### src/rtl/dsp_bus_pkg.sv
// rtl/dsp_bus_pkg.sv - shared state encodings, fault codes and bus widths for the DSP bus qualifier
package dsp_bus_pkg;

  localparam int AB_W_DEF = 11;

  typedef enum logic [2:0] {
    ST_IDLE     = 3'd0,
    ST_QUAL_RD  = 3'd1,
    ST_QUAL_WR  = 3'd2,
    ST_HOLD     = 3'd3,
    ST_CONFLICT = 3'd4,
    ST_RECOVER  = 3'd5
  } state_t;

  localparam logic [1:0] ERR_NONE     = 2'b00;
  localparam logic [1:0] ERR_CONFLICT = 2'b01;
  localparam logic [1:0] ERR_TIMEOUT  = 2'b10;

endpackage

### src/rtl/sync_2ff.sv
// rtl/sync_2ff.sv - two-flop single-bit synchroniser with selectable reset value
module sync_2ff #(
  parameter logic RST_VAL = 1'b1
) (
  input  logic clk,
  input  logic rst_n,
  input  logic d,
  output logic q
);

  logic meta_q;
  logic sync_q;

  always_ff @(posedge clk or negedge rst_n) begin
    if (!rst_n) begin
      meta_q <= RST_VAL;
      sync_q <= RST_VAL;
    end else begin
      meta_q <= d;
      sync_q <= meta_q;
    end
  end

  assign q = sync_q;

endmodule

### src/rtl/dsp_bus_cycle_qualifier.sv
// rtl/dsp_bus_cycle_qualifier.sv - qualifies raw DSP ~RE/~WE into one-cycle rd/wr strobes with captured address
module dsp_bus_cycle_qualifier
  import dsp_bus_pkg::*;
#(
  parameter int AB_W       = AB_W_DEF,
  parameter int DEB_CYCLES = 2,
  parameter int TIMEOUT    = 64,
  parameter int CNT_W      = 8
) (
  input  logic             clkDspIn,
  input  logic             dsp_reset,
  input  logic             re,
  input  logic             we,
  input  logic [AB_W-1:0]  ab,
  input  logic             err_clr,
  output logic             rd_strobe,
  output logic             wr_strobe,
  output logic [AB_W-1:0]  strobe_addr,
  output logic             bus_active,
  output logic             bus_err,
  output logic [1:0]       err_code,
  output logic [CNT_W-1:0] cycle_count
);

  localparam int DEB_W = $clog2(DEB_CYCLES + 1);
  localparam int TMO_W = $clog2(TIMEOUT + 1);
  localparam logic [DEB_W-1:0] DEB_LAST = DEB_W'(DEB_CYCLES);
  localparam logic [TMO_W-1:0] TMO_MAX  = TMO_W'(TIMEOUT);
  localparam logic [TMO_W-1:0] TMO_LAST = TMO_W'(TIMEOUT - 1);

  logic re_s, we_s;

  sync_2ff #(.RST_VAL(1'b1)) u_sync_re (.clk(clkDspIn), .rst_n(dsp_reset), .d(re), .q(re_s));
  sync_2ff #(.RST_VAL(1'b1)) u_sync_we (.clk(clkDspIn), .rst_n(dsp_reset), .d(we), .q(we_s));

  state_t            state_q, state_d;
  logic [AB_W-1:0]   ab_q, ab_qq, addr_c_q, addr_c_d, strobe_addr_q, strobe_addr_d;
  logic [DEB_W-1:0]  cnt_q, cnt_d;
  logic [TMO_W-1:0]  tmo_q, tmo_d;
  logic              is_wr_q, is_wr_d;
  logic              fire_rd_q, fire_rd_d, fire_wr_q, fire_wr_d;
  logic              rd_strobe_q, rd_strobe_d, wr_strobe_q, wr_strobe_d;
  logic              bus_active_q, bus_active_d, bus_err_q, bus_err_d;
  logic [1:0]        err_q, err_d, err_set;
  logic [CNT_W-1:0]  cycle_count_q, cycle_count_d;
  logic              own_s, other_s;

  // The qualify decision is made one edge before the strobe is driven, so the
  // strobe, its address and the count all change together on a clean register.
  always_comb begin
    state_d       = state_q;
    cnt_d         = cnt_q;
    addr_c_d      = addr_c_q;
    is_wr_d       = is_wr_q;
    tmo_d         = tmo_q;
    fire_rd_d     = 1'b0;
    fire_wr_d     = 1'b0;
    err_set       = ERR_NONE;
    own_s         = (state_q == ST_QUAL_WR) ? we_s : re_s;
    other_s       = (state_q == ST_QUAL_WR) ? re_s : we_s;
    rd_strobe_d   = fire_rd_q;
    wr_strobe_d   = fire_wr_q;
    strobe_addr_d = (fire_rd_q || fire_wr_q) ? addr_c_q : strobe_addr_q;
    cycle_count_d = (fire_rd_q || fire_wr_q) ? cycle_count_q + CNT_W'(1) : cycle_count_q;

    case (state_q)
      ST_IDLE: begin
        if (!re_s && !we_s) begin
          state_d = ST_CONFLICT;
          err_set = ERR_CONFLICT;
        end else if (!re_s || !we_s) begin
          state_d  = !re_s ? ST_QUAL_RD : ST_QUAL_WR;
          is_wr_d  = re_s;
          cnt_d    = DEB_W'(1);
          addr_c_d = ab_qq;
        end
      end
      ST_QUAL_RD, ST_QUAL_WR: begin
        if (own_s) begin
          state_d = ST_IDLE;
        end else if (!other_s) begin
          state_d = ST_CONFLICT;
          err_set = ERR_CONFLICT;
        end else if (ab_qq != addr_c_q) begin
          cnt_d    = DEB_W'(1);
          addr_c_d = ab_qq;
        end else if (cnt_q == DEB_LAST) begin
          state_d   = ST_HOLD;
          tmo_d     = '0;
          fire_rd_d = !is_wr_q;
          fire_wr_d = is_wr_q;
        end else begin
          cnt_d = cnt_q + DEB_W'(1);
        end
      end
      ST_HOLD: begin
        if (re_s && we_s) begin
          state_d = ST_RECOVER;
        end else begin
          // Saturating at TIMEOUT keeps the fault from re-arming after err_clr.
          if (tmo_q != TMO_MAX) tmo_d = tmo_q + TMO_W'(1);
          if (tmo_q == TMO_LAST) err_set = err_set | ERR_TIMEOUT;
          if (is_wr_q ? !re_s : !we_s) err_set = err_set | ERR_CONFLICT;
        end
      end
      ST_CONFLICT: begin
        if (re_s && we_s) state_d = ST_RECOVER;
      end
      ST_RECOVER: state_d = ST_IDLE;
      default:    state_d = ST_IDLE;
    endcase

    bus_active_d = (state_d == ST_QUAL_RD) || (state_d == ST_QUAL_WR) || (state_d == ST_HOLD);
    err_d        = (err_clr ? ERR_NONE : err_q) | err_set;
    bus_err_d    = |err_d;
  end

  always_ff @(posedge clkDspIn or negedge dsp_reset) begin
    if (!dsp_reset) begin
      state_q       <= ST_IDLE;
      ab_q          <= '0;
      ab_qq         <= '0;
      addr_c_q      <= '0;
      cnt_q         <= '0;
      tmo_q         <= '0;
      is_wr_q       <= 1'b0;
      fire_rd_q     <= 1'b0;
      fire_wr_q     <= 1'b0;
      rd_strobe_q   <= 1'b0;
      wr_strobe_q   <= 1'b0;
      strobe_addr_q <= '0;
      bus_active_q  <= 1'b0;
      bus_err_q     <= 1'b0;
      err_q         <= ERR_NONE;
      cycle_count_q <= '0;
    end else begin
      state_q       <= state_d;
      ab_q          <= ab;
      ab_qq         <= ab_q;
      addr_c_q      <= addr_c_d;
      cnt_q         <= cnt_d;
      tmo_q         <= tmo_d;
      is_wr_q       <= is_wr_d;
      fire_rd_q     <= fire_rd_d;
      fire_wr_q     <= fire_wr_d;
      rd_strobe_q   <= rd_strobe_d;
      wr_strobe_q   <= wr_strobe_d;
      strobe_addr_q <= strobe_addr_d;
      bus_active_q  <= bus_active_d;
      bus_err_q     <= bus_err_d;
      err_q         <= err_d;
      cycle_count_q <= cycle_count_d;
    end
  end

  assign rd_strobe   = rd_strobe_q;
  assign wr_strobe   = wr_strobe_q;
  assign strobe_addr = strobe_addr_q;
  assign bus_active  = bus_active_q;
  assign bus_err     = bus_err_q;
  assign err_code    = err_q;
  assign cycle_count = cycle_count_q;

endmodule

### config.mk
export PLATFORM = sky130hd
export DESIGN_NAME = dsp_bus_cycle_qualifier
export DESIGN_NICKNAME = d
export VERILOG_FILES = /design/src/rtl/dsp_bus_pkg.sv /design/src/rtl/sync_2ff.sv /design/src/rtl/dsp_bus_cycle_qualifier.sv
export SDC_FILE = /design/constraint.sdc
export NUM_CORES = 1
export LEC_CHECK = 0
export BUFFER_PORTS_ARGS = -buffer_cell sky130_fd_sc_hd__buf_2
export CORE_MARGIN = 2
export CORE_UTILIZATION = 51
export CTS_CLUSTER_SIZE = 12
export DETAILED_ROUTE_END_ITERATION = 8
export MAX_ROUTING_LAYER = met4
export PLACE_DENSITY = 0.77
export SETUP_SLACK_MARGIN = 0.2
export SYNTH_ARGS = -nofsm -noshare
export SYNTH_HDL_FRONTEND = slang
export SYNTH_HIERARCHICAL = 1
export SYNTH_SLANG_ARGS = --single-unit
### constraint.sdc
create_clock -name clkDspIn -period 2 [get_ports clkDspIn]
set_input_delay 0.5 -clock clkDspIn [delete_from_list [all_inputs] [get_ports clkDspIn]]
set_output_delay 0.5 -clock clkDspIn [all_outputs]
set_load 0.02 [all_outputs]
# Word level (Yosys, flattened, before mapping)
# Index checks and enable logic that the tools add are counted.
dict set report op_classes {
  mux 50
  n_addsub 3
  n_eq_ne 21
  bitwise 2
  reduce_logical 19
}
# op n
set op_table {}
lappend op_table {{11-bit two-way mux} 5}
lappend op_table {{7-bit two-way mux} 6}
lappend op_table {{11-bit case mux with 2 select lines} 1}
lappend op_table {{3-bit two-way mux} 7}
lappend op_table {{2-bit two-way mux} 10}
lappend op_table {{2-bit != test (second input constant)} 9}
lappend op_table {{1-bit two-way mux} 17}
lappend op_table {{7-bit case mux with 2 select lines} 1}
lappend op_table {{3-bit by 2-bit == test with 1-bit output (second input constant)} 4}
lappend op_table {{6-bit AND reduction} 2}
lappend op_table {{11-bit != test} 1}
lappend op_table {{3-bit case mux with 3 select lines} 1}
lappend op_table {{8-bit by 1-bit adder with 8-bit output (second input constant)} 1}
lappend op_table {{7-bit by 1-bit adder with 7-bit output (second input constant)} 1}
lappend op_table {{7-bit by 6-bit == test with 1-bit output (second input constant)} 1}
lappend op_table {{7-bit != test (second input constant)} 1}
lappend op_table {{7-bit AND reduction} 1}
lappend op_table {{3-bit by 1-bit == test with 1-bit output (second input constant)} 2}
lappend op_table {{2-bit case mux with 3 select lines} 1}
lappend op_table {{2-bit OR reduction} 3}
lappend op_table {{1-bit logical OR} 4}
lappend op_table {{2-bit case mux with 2 select lines} 1}
lappend op_table {{2-bit nonzero test} 2}
lappend op_table {{3-bit == test (second input constant)} 1}
lappend op_table {{other kinds (9)} 12}
dict set report word_totals {
  word_cells 115
  output_inout_bits 25
  regBits 77
}

# Depth between registers and ports, before layout
# Gate-level depths: netlist (run 1).
dict set report depth {
  ltp_word 9
  mapped_depth 8
}

# By module
# Netlist (run 1), hierarchy kept.
# mod instances cells_each area_each_um2
set modules_own_cells {}
lappend modules_own_cells {dsp_bus_cycle_qualifier 1 239 3046.7}
lappend modules_own_cells {sync_2ff 2 2 52.6}

# Worst setup path after synthesis (run 1)
# OpenSTA, ideal clock, no wires.
dict set report synth_timing {
  path_type {reg-to-reg}
  from {reg u_sync_re.sync_q (netlist: u_sync_re/q)}
  to {reg cnt_q[0]}
  slack_ns -0.178
  required_time_ns 1.875
  path_stages_with_launch 8
  arrival_ns 2.053
  path_cell_list {dfstp_2 inv_1 ha_1 or3_1 a211o_1 o22ai_1 o221ai_1 mux2_2}
}
dict set report synth_via {
  elab_chain_len 4
}
# item line
set synth_rtl {}
lappend synth_rtl {{start: declaration} sync_2ff.sv:12} ;# logic sync_q;
lappend synth_rtl {{start signal: assignment} sync_2ff.sv:20} ;# sync_q <= meta_q;
lappend synth_rtl {{1-bit zero test} {dsp_bus_cycle_qualifier.sv:68, dsp_bus_cycle_qualifier.sv:71}}
lappend synth_rtl {{1-bit logical OR or 1-bit logical AND (tied branches)} {dsp_bus_cycle_qualifier.sv:71, dsp_bus_cycle_qualifier.sv:68}}
lappend synth_rtl {{2-bit != test (no source line)} --}
lappend synth_rtl {{6-bit AND reduction (no source line) (*)} --}
lappend synth_rtl {{end signal: assignment} dsp_bus_cycle_qualifier.sv:141} ;# cnt_q <= cnt_d;
lappend synth_rtl {{end: declaration} dsp_bus_cycle_qualifier.sv:38} ;# logic [DEB_W-1:0] cnt_q, cnt_d;
# Every way passes the cells marked *; elsewhere a longest branch is shown, timed or not.
# A chain may end at the register's enable or synchronous reset.

# Final worst setup path (run 1)
dict set report layout_timing {
  from {reg u_sync_re.sync_q (netlist: u_sync_re/q)}
  to {reg cnt_q[1]}
}
# The elaborated chain is that of the path after synthesis.

==> results of run 1 <==
-- power by group through the flow --
stage	Sequential, µW	Clock (µW)	Combinational, µW
final	1990	1200	1180
after detailed placement	2010	0	1050
after floorplan	1960	0	743
after global routing	2030	1330	1270
after CTS	1990	1230	1110
after global placement	1990	0	1020
-- Yosys cell counts (all sizes together), types with 2 or more instances --
cell type	number
inv	8
ha	6
or2	3
a21oi	6
nand3	3
dfstp	4
nor3	4
and4bb	2
a31oi	5
o22ai	5
or3	3
nand2	11
a41oi	2
nor2	16
a22oi	2
xnor2	17
o21ai	7
buf	5
mux2	25
nor4b	2
nand2b	3
nor2b	4
nand4	6
dfrtp	73
clkbuf	3
nor4	2
xor2	2
o21a	2
-- metal layers --
layer,wire length (µm),track usage (%),share of wire [%]
met1,2690,25.25,47
met2,2740,28.55,47
met3,263,5.543,4.6
met4,87,9.508,1.5
met5,0,-,0
-- how the worst max path moves through the flow --
stage / start / endpoint / slack (ns) / cells past startpoint
2_1_floorplan: u_sync_re/q / cnt_q[0] / -0.09 / 7
3_3_place_gp: u_sync_we/q / cnt_q[0] / -0.03 / 7
3_5_place_dp: u_sync_we/q / cnt_q[1] / -0.06 / 7
4_1_cts: u_sync_re/q / cnt_q[1] / -0.02 / 7
5_1_grt: ab_qq[4] / addr_c_q[10] / -0.10 / 6
6_report: u_sync_re/q / cnt_q[1] / -0.008 / 7
-- state kept, by name, indices dropped and copies added (netlist names) --
register and flops:
u_sync_re/meta_q 1, addr_c_q 11, u_sync_we/q 1, state_q 3, u_sync_we/meta_q 1, is_wr_q 1
tmo_q 7, cycle_count 8, bus_err 1, rd_strobe 1, fire_wr_q 1, err_code 2
ab_q 11, cnt_q 2, bus_active 1, fire_rd_q 1, ab_qq 11, strobe_addr 11
u_sync_re/q 1, wr_strobe 1
-- repair_timing --
action | CTS | global route
pin swaps | 7 | 5
gates resized for setup | 8 | 9
setup buffers | 2 | 4
setup endpoints to repair | 21 | 25
-- cells by family (layout without fill, tap and decap cells) --
family                   count (synthesis)  after routing  share of synthesized area (%)
buffers and inverters                   16             94                          2.263
multiplexers                            25             25                          10.12
AO/OA/AOI/OAI                           37             37                          7.741
adder cells (fa/ha/maj)                  6              6                          2.382
flip-flops                              77             77                          61.29
XOR/XNOR                                19             19                          5.280
AND/OR/NAND/NOR                         63             63                          10.92
-- worst reg2reg max path, delay by kind of cell, from the launching register on --
| kind | cells | cell delay [ns] |
|---|---|---|
| DFF | 1 | 0.56 |
| AOI/OAI and AO/OA | 3 | 0.56 |
| and+or+nand+nor | 1 | 0.30 |
| muxes | 1 | 0.29 |
| adders and majority gates | 1 | 0.15 |
| buffers and inverters | 1 | 0.05 |
-- area by class of cell --
type | instances | area (µm²) | share of cell area [%]
flip-flops and latches | 77 | 1932 | 48.69
multi-input cells | 150 | 1249 | 31.47
repair buffers | 70 | 456.7 | 11.51
inverters | 8 | 30.03 | 0.7569
clock buffers | 10 | 137.6 | 3.469
well taps | 75 | 93.84 | 2.365
clock inverters | 6 | 68.82 | 1.734
-- through the flow --
stage / setup TNS (ns) / hold WS [ns] / setup WS (ns) / total power, µW / cell area, µm²
floorplan: -0.1707 / 0.2044 / -0.08536 / 2704 / 3166
global placement: -0.06310 / 0.3321 / -0.03162 / 3016 / 3625
global route: -1.311 / 0.06227 / -0.1027 / 4623 / 3968
finish: -0.01106 / 0.05510 / -0.008481 / 4368 / 3968
detailed placement: -0.1158 / 0.3347 / -0.05931 / 3061 / 3625
CTS: -0.03585 / 0.05092 / -0.01930 / 4334 / 3887
==> flow_summary.ini, run 1 <==
[final_layout]
antenna_cells = 0
final_common_cell = dfrtp_1
synthToLayoutAreaGrowth_pct = 25.88
nNetsFinal = 338
fin_cells = 396
drive_above_1_share_pct = 41.43
fin_util_pct = 66.62
layout_common_cells = dfrtp_1 (73), buf_2 (39), buf_4 (28)
fillerInstances = 420

[global_routing]
grt_overflow = 0
grt_max_degree = 51
grt_pass1_wl_mm = 9.494
antenna_found_initial = 0
grt_pass1_vias = 2049
globalRouteTotalUtil_pct = 19.57

[setup_path]
end_kind = flop
reg2reg_to = cnt_q[1]
required_ns = 2.24
cpPeakStageDelay_ns = 0.56
cp_max_fo = 3
r2r_start = u_sync_re/q
worstSetupPathType = flop to flop
ff2ff_setup_slack_ns = -0.008
cp_top_family = flip-flops
startpoint_type = flop
cp_cell_sequence = inv_2 > ha_4 > or3_1 > a211o_1 > o22ai_2 > o221ai_2 > mux2_2
reg2reg_depth = 7
crit_buf_inv = 1
arrival_ns = 2.25
critical-path-slowest-cell = dfstp_2

[status]
status = finished, violations left
violations = negative setup slack

[floorplanning]
io_pins = 41
coreArea_um2 = 5956
fp.dieArea_um2 = 6824
die_x_um = 82.61
die_h_um = 82.61
num_rows = 28
initial_utilization_pct = 52.92

[timing]
rsz0062_at_grt = true
max_slew_margin_pct = 69.30
fmax_mhz = 497.9
setup_violations = 2
hold_viol = 0
finalCritPeriodShare_pct = 100.4
worst_slack_ns = -0.008481
finalCriticalPeriod_ns = 2.008
fin_skew_ns = 0.008098
worst_slew_pin_slew_ns = 0.4588
slew_viol_final = 0

[synth]
yosysTopAreaCellShare_pct = 57.96
synth_seq_cells = 77
synth-async-reset-ratio_pct = 100.0
avgSynthCellArea_um2 = 12.97
yosysSeqAreaShare_pct = 61.29
yosysUniqueCellTypes = 46
synth_edf_count = 0
synth.net_count = 265
syn_inst = 243
ys.warnings.count = 6
synth_area_um2 = 3152
synth_area_leaders = dfrtp_1 (58%), mux2_2 (5.4%), mux2_4 (4.8%)
yosysTopAreaCell = dfrtp_1
ys.flop_type = dfrtp_1

[detailed_routing]
viasPerCell = 5.331
vias = 2111
dr.pass1.iters = 4
drcViolationCount = 0
wl_per_cell_um = 14.60
first_iter_violations = 93
routed_wirelength_mm = 5.780
detail-route-antenna-nets = 0

[power]
p_comb_share_pct = 27.0
powerDensity_nw_per_um2 = 1101
internal_power_uw = 3074
leakage_uw = 0.001918
seq_power_share_pct = 45.6
peakVddDrop_mv = 0.5536
p_switching_uw = 1293
clkPwrFrac_pct = 27.4
switching_share_pct = 29.61

[placed_design]
dp_hpwl_mm = 3.938
dp_cells = 374
io_buffers = 40
place_congestion = 0.8712

[cts]
cts_tree = yes
clockBufferDepth = 2
clk_pin_slew_ns = 0.08
clk_latency_ns = 0.35
cts.sinks = 77
cts_root_buf = clkbuf_8
postCtsHoldBufs = 0
cts_buffers = 9
htree_levels = 3

[run]
maxCapViolCount = 0

[hold_path]
hp-class = primary input to async pin
No activity file was read; power rests on OpenSTA's default activity.
==> run 2, diff against run 1 <==
- CAP_MARGIN: unset -> 25
- CTS_BUF_LIST: unset -> sky130_fd_sc_hd__clkbuf_4 sky130_fd_sc_hd__clkbuf_8 sky130_fd_sc_hd__clkbuf_16
- RECOVER_POWER: unset -> 100
==> run 2 against run 1 <==
  * Die area unchanged
  * Non-clock buffer count unchanged
  * Register-to-register slack is essentially flat
  * Via count about the same
  * Cell area is 1.3% lower
  * Flip-flop and latch count did not move
  * Largest cell class unchanged
  * Final cell count unchanged
  * Worst setup slack hardly changed
  * Sequential power is essentially flat
  * Fmax is essentially flat
  * Critical path depth stayed put
  * Utilization down 0.86 points
  * The run still ends with negative setup slack left
==> flow_summary.ini, run 2 (synthesis results as in run 1) <==
[status]
status = finished, violations left
violations = negative setup slack

[setup_path]
cp_max_fo = 3
startpoint_type = flop
ff2ff_setup_slack_ns = -0.008
required_ns = 2.24
r2r_start = u_sync_re/q
arrival_ns = 2.25
end_kind = flop
worstSetupPathType = flop to flop
reg2reg_to = cnt_q[1]
reg2reg_depth = 7

[power]
powerDensity_nw_per_um2 = 1110
peakVddDrop_mv = 0.5526
p_total_uw = 4346
leakage_uw = 0.001798

[cts]
cts.sinks = 77
cts_tree = yes
clk_latency_ns = 0.35
clk_pin_slew_ns = 0.08
cts_root_buf = clkbuf_8
clockBufferDepth = 2
cts_buffers = 9
htree_levels = 3

[final_layout]
fillerInstances = 442
fin_cells = 396
fin_area_um2 = 3916
fin_util_pct = 65.76
multi_input_area_um2 = 1249
nNetsFinal = 338
final_common_cell = dfrtp_1
synthToLayoutAreaGrowth_pct = 24.26
regArea_um2 = 1932
layout_common_cells = dfrtp_1 (73), clkbuf_1 (28), buf_4 (25)
antenna_cells = 0
drive_above_1_share_pct = 32.40

[detailed_routing]
wl_per_cell_um = 14.57
routed_wirelength_mm = 5.769
first_iter_violations = 89
detail-route-antenna-nets = 0
viasPerCell = 5.336
drcViolationCount = 0
vias = 2113
dr.pass1.iters = 4

[timing]
max_slew_margin_pct = 5.213
worst_slew_pin_slew_ns = 1.422
setup_violations = 2
finalCriticalPeriod_ns = 2.008
fin_skew_ns = 0.008272
slew_viol_final = 0
rsz0062_at_grt = true
finalCritPeriodShare_pct = 100.4
fmax_mhz = 497.9
worst_slack_ns = -0.008284
hold_viol = 0
fin_hold_ws_ns = 0.2510

[hold_path]
min_from = ab[4]
hp-class = primary input to flop
worstHoldEndpoint = ab_q[4]
holdPathStages = 1

[floorplanning]
io_pins = 41
fp.dieArea_um2 = 6824
num_rows = 28
initial_utilization_pct = 52.92
die_h_um = 82.61
coreArea_um2 = 5956
die_x_um = 82.61

[global_routing]
grt_pass1_vias = 2049
antenna_found_initial = 0
grt_pass1_wl_mm = 9.494
grt_overflow = 0
globalRouteTotalUtil_pct = 19.57
grt_max_degree = 51

[run]
maxCapViolCount = 0

[placed_design]
dp_hpwl_mm = 3.938
io_buffers = 40
place_congestion = 0.8712
placed_cell_area_um2 = 3625
dp_cells = 374
-- run 2: changes by cell type in the layout (fill, tap and decap cells not counted), sizes merged --
cell    delta
buf       -28
clkbuf    +28
-- run 2: area by class of cell --
type                            instances  area share, %
Clock inverter                          6          1.757
Timing Repair Buffer                   70          10.35
Clock buffer                           10          3.514
Multi-Input combinational cell        150          31.89
Sequential cell                        77          49.33
Tap cell                               75          2.396
Inverter                                8         0.7668
-- run 2: where the power goes --
part / leakage [µW] / switching, µW / internal (µW) / total (µW)
Clock: 0.000103 / 576 / 619 / 1200
Combinational: 0.000723 / 489 / 670 / 1160
Sequential: 0.000972 / 223 / 1770 / 1990
-- run 2: stage by stage --
stage	setup WS (ns)	TNS [ns]
2_1_floorplan	-0.08536	-0.1707
3_3_place_gp	-0.03162	-0.06310
3_5_place_dp	-0.05931	-0.1158
4_1_cts	-0.01930	-0.03585
5_1_grt	-0.1027	-1.242
6_report	-0.008284	-0.01061
-- run 2: how the worst max path moves through the flow --
stage | end | from | slack, ns
finish | cnt_q[1] | u_sync_re/q | -0.008
global route | addr_c_q[10] | ab_qq[4] | -0.10
CTS | cnt_q[1] | u_sync_re/q | -0.02
detailed placement | cnt_q[1] | u_sync_we/q | -0.06
global placement | cnt_q[0] | u_sync_we/q | -0.03
floorplan | cnt_q[0] | u_sync_re/q | -0.09
-- run 2: metal layers --
metal	vias to the layer above	global-route usage, %	routed length, µm
met1	1049	25.25	2658
met5	-	-	0
met2	54	28.55	2730
li1	1001	-	-
met4	0	9.508	87
met3	9	5.543	293
-- run 2: repair_timing --
| item | in CTS | in global routing |
|---|---|---|
| gates resized for setup | 8 | 9 |
| setup buffers | 2 | 4 |
| hold endpoints to repair | 0 | 0 |
| hold buffers | 0 | 0 |
| endpoints found under the setup margin | 21 | 25 |
| pin swaps | 7 | 5 |
-- run 2: critical path: stages, from the launching register on --
cell and delay [ns]:
dfstp_2 0.56, inv_2 0.05, ha_4 0.15, or3_1 0.30, a211o_1 0.29, o22ai_2 0.15, o221ai_2 0.12, mux2_2 0.29
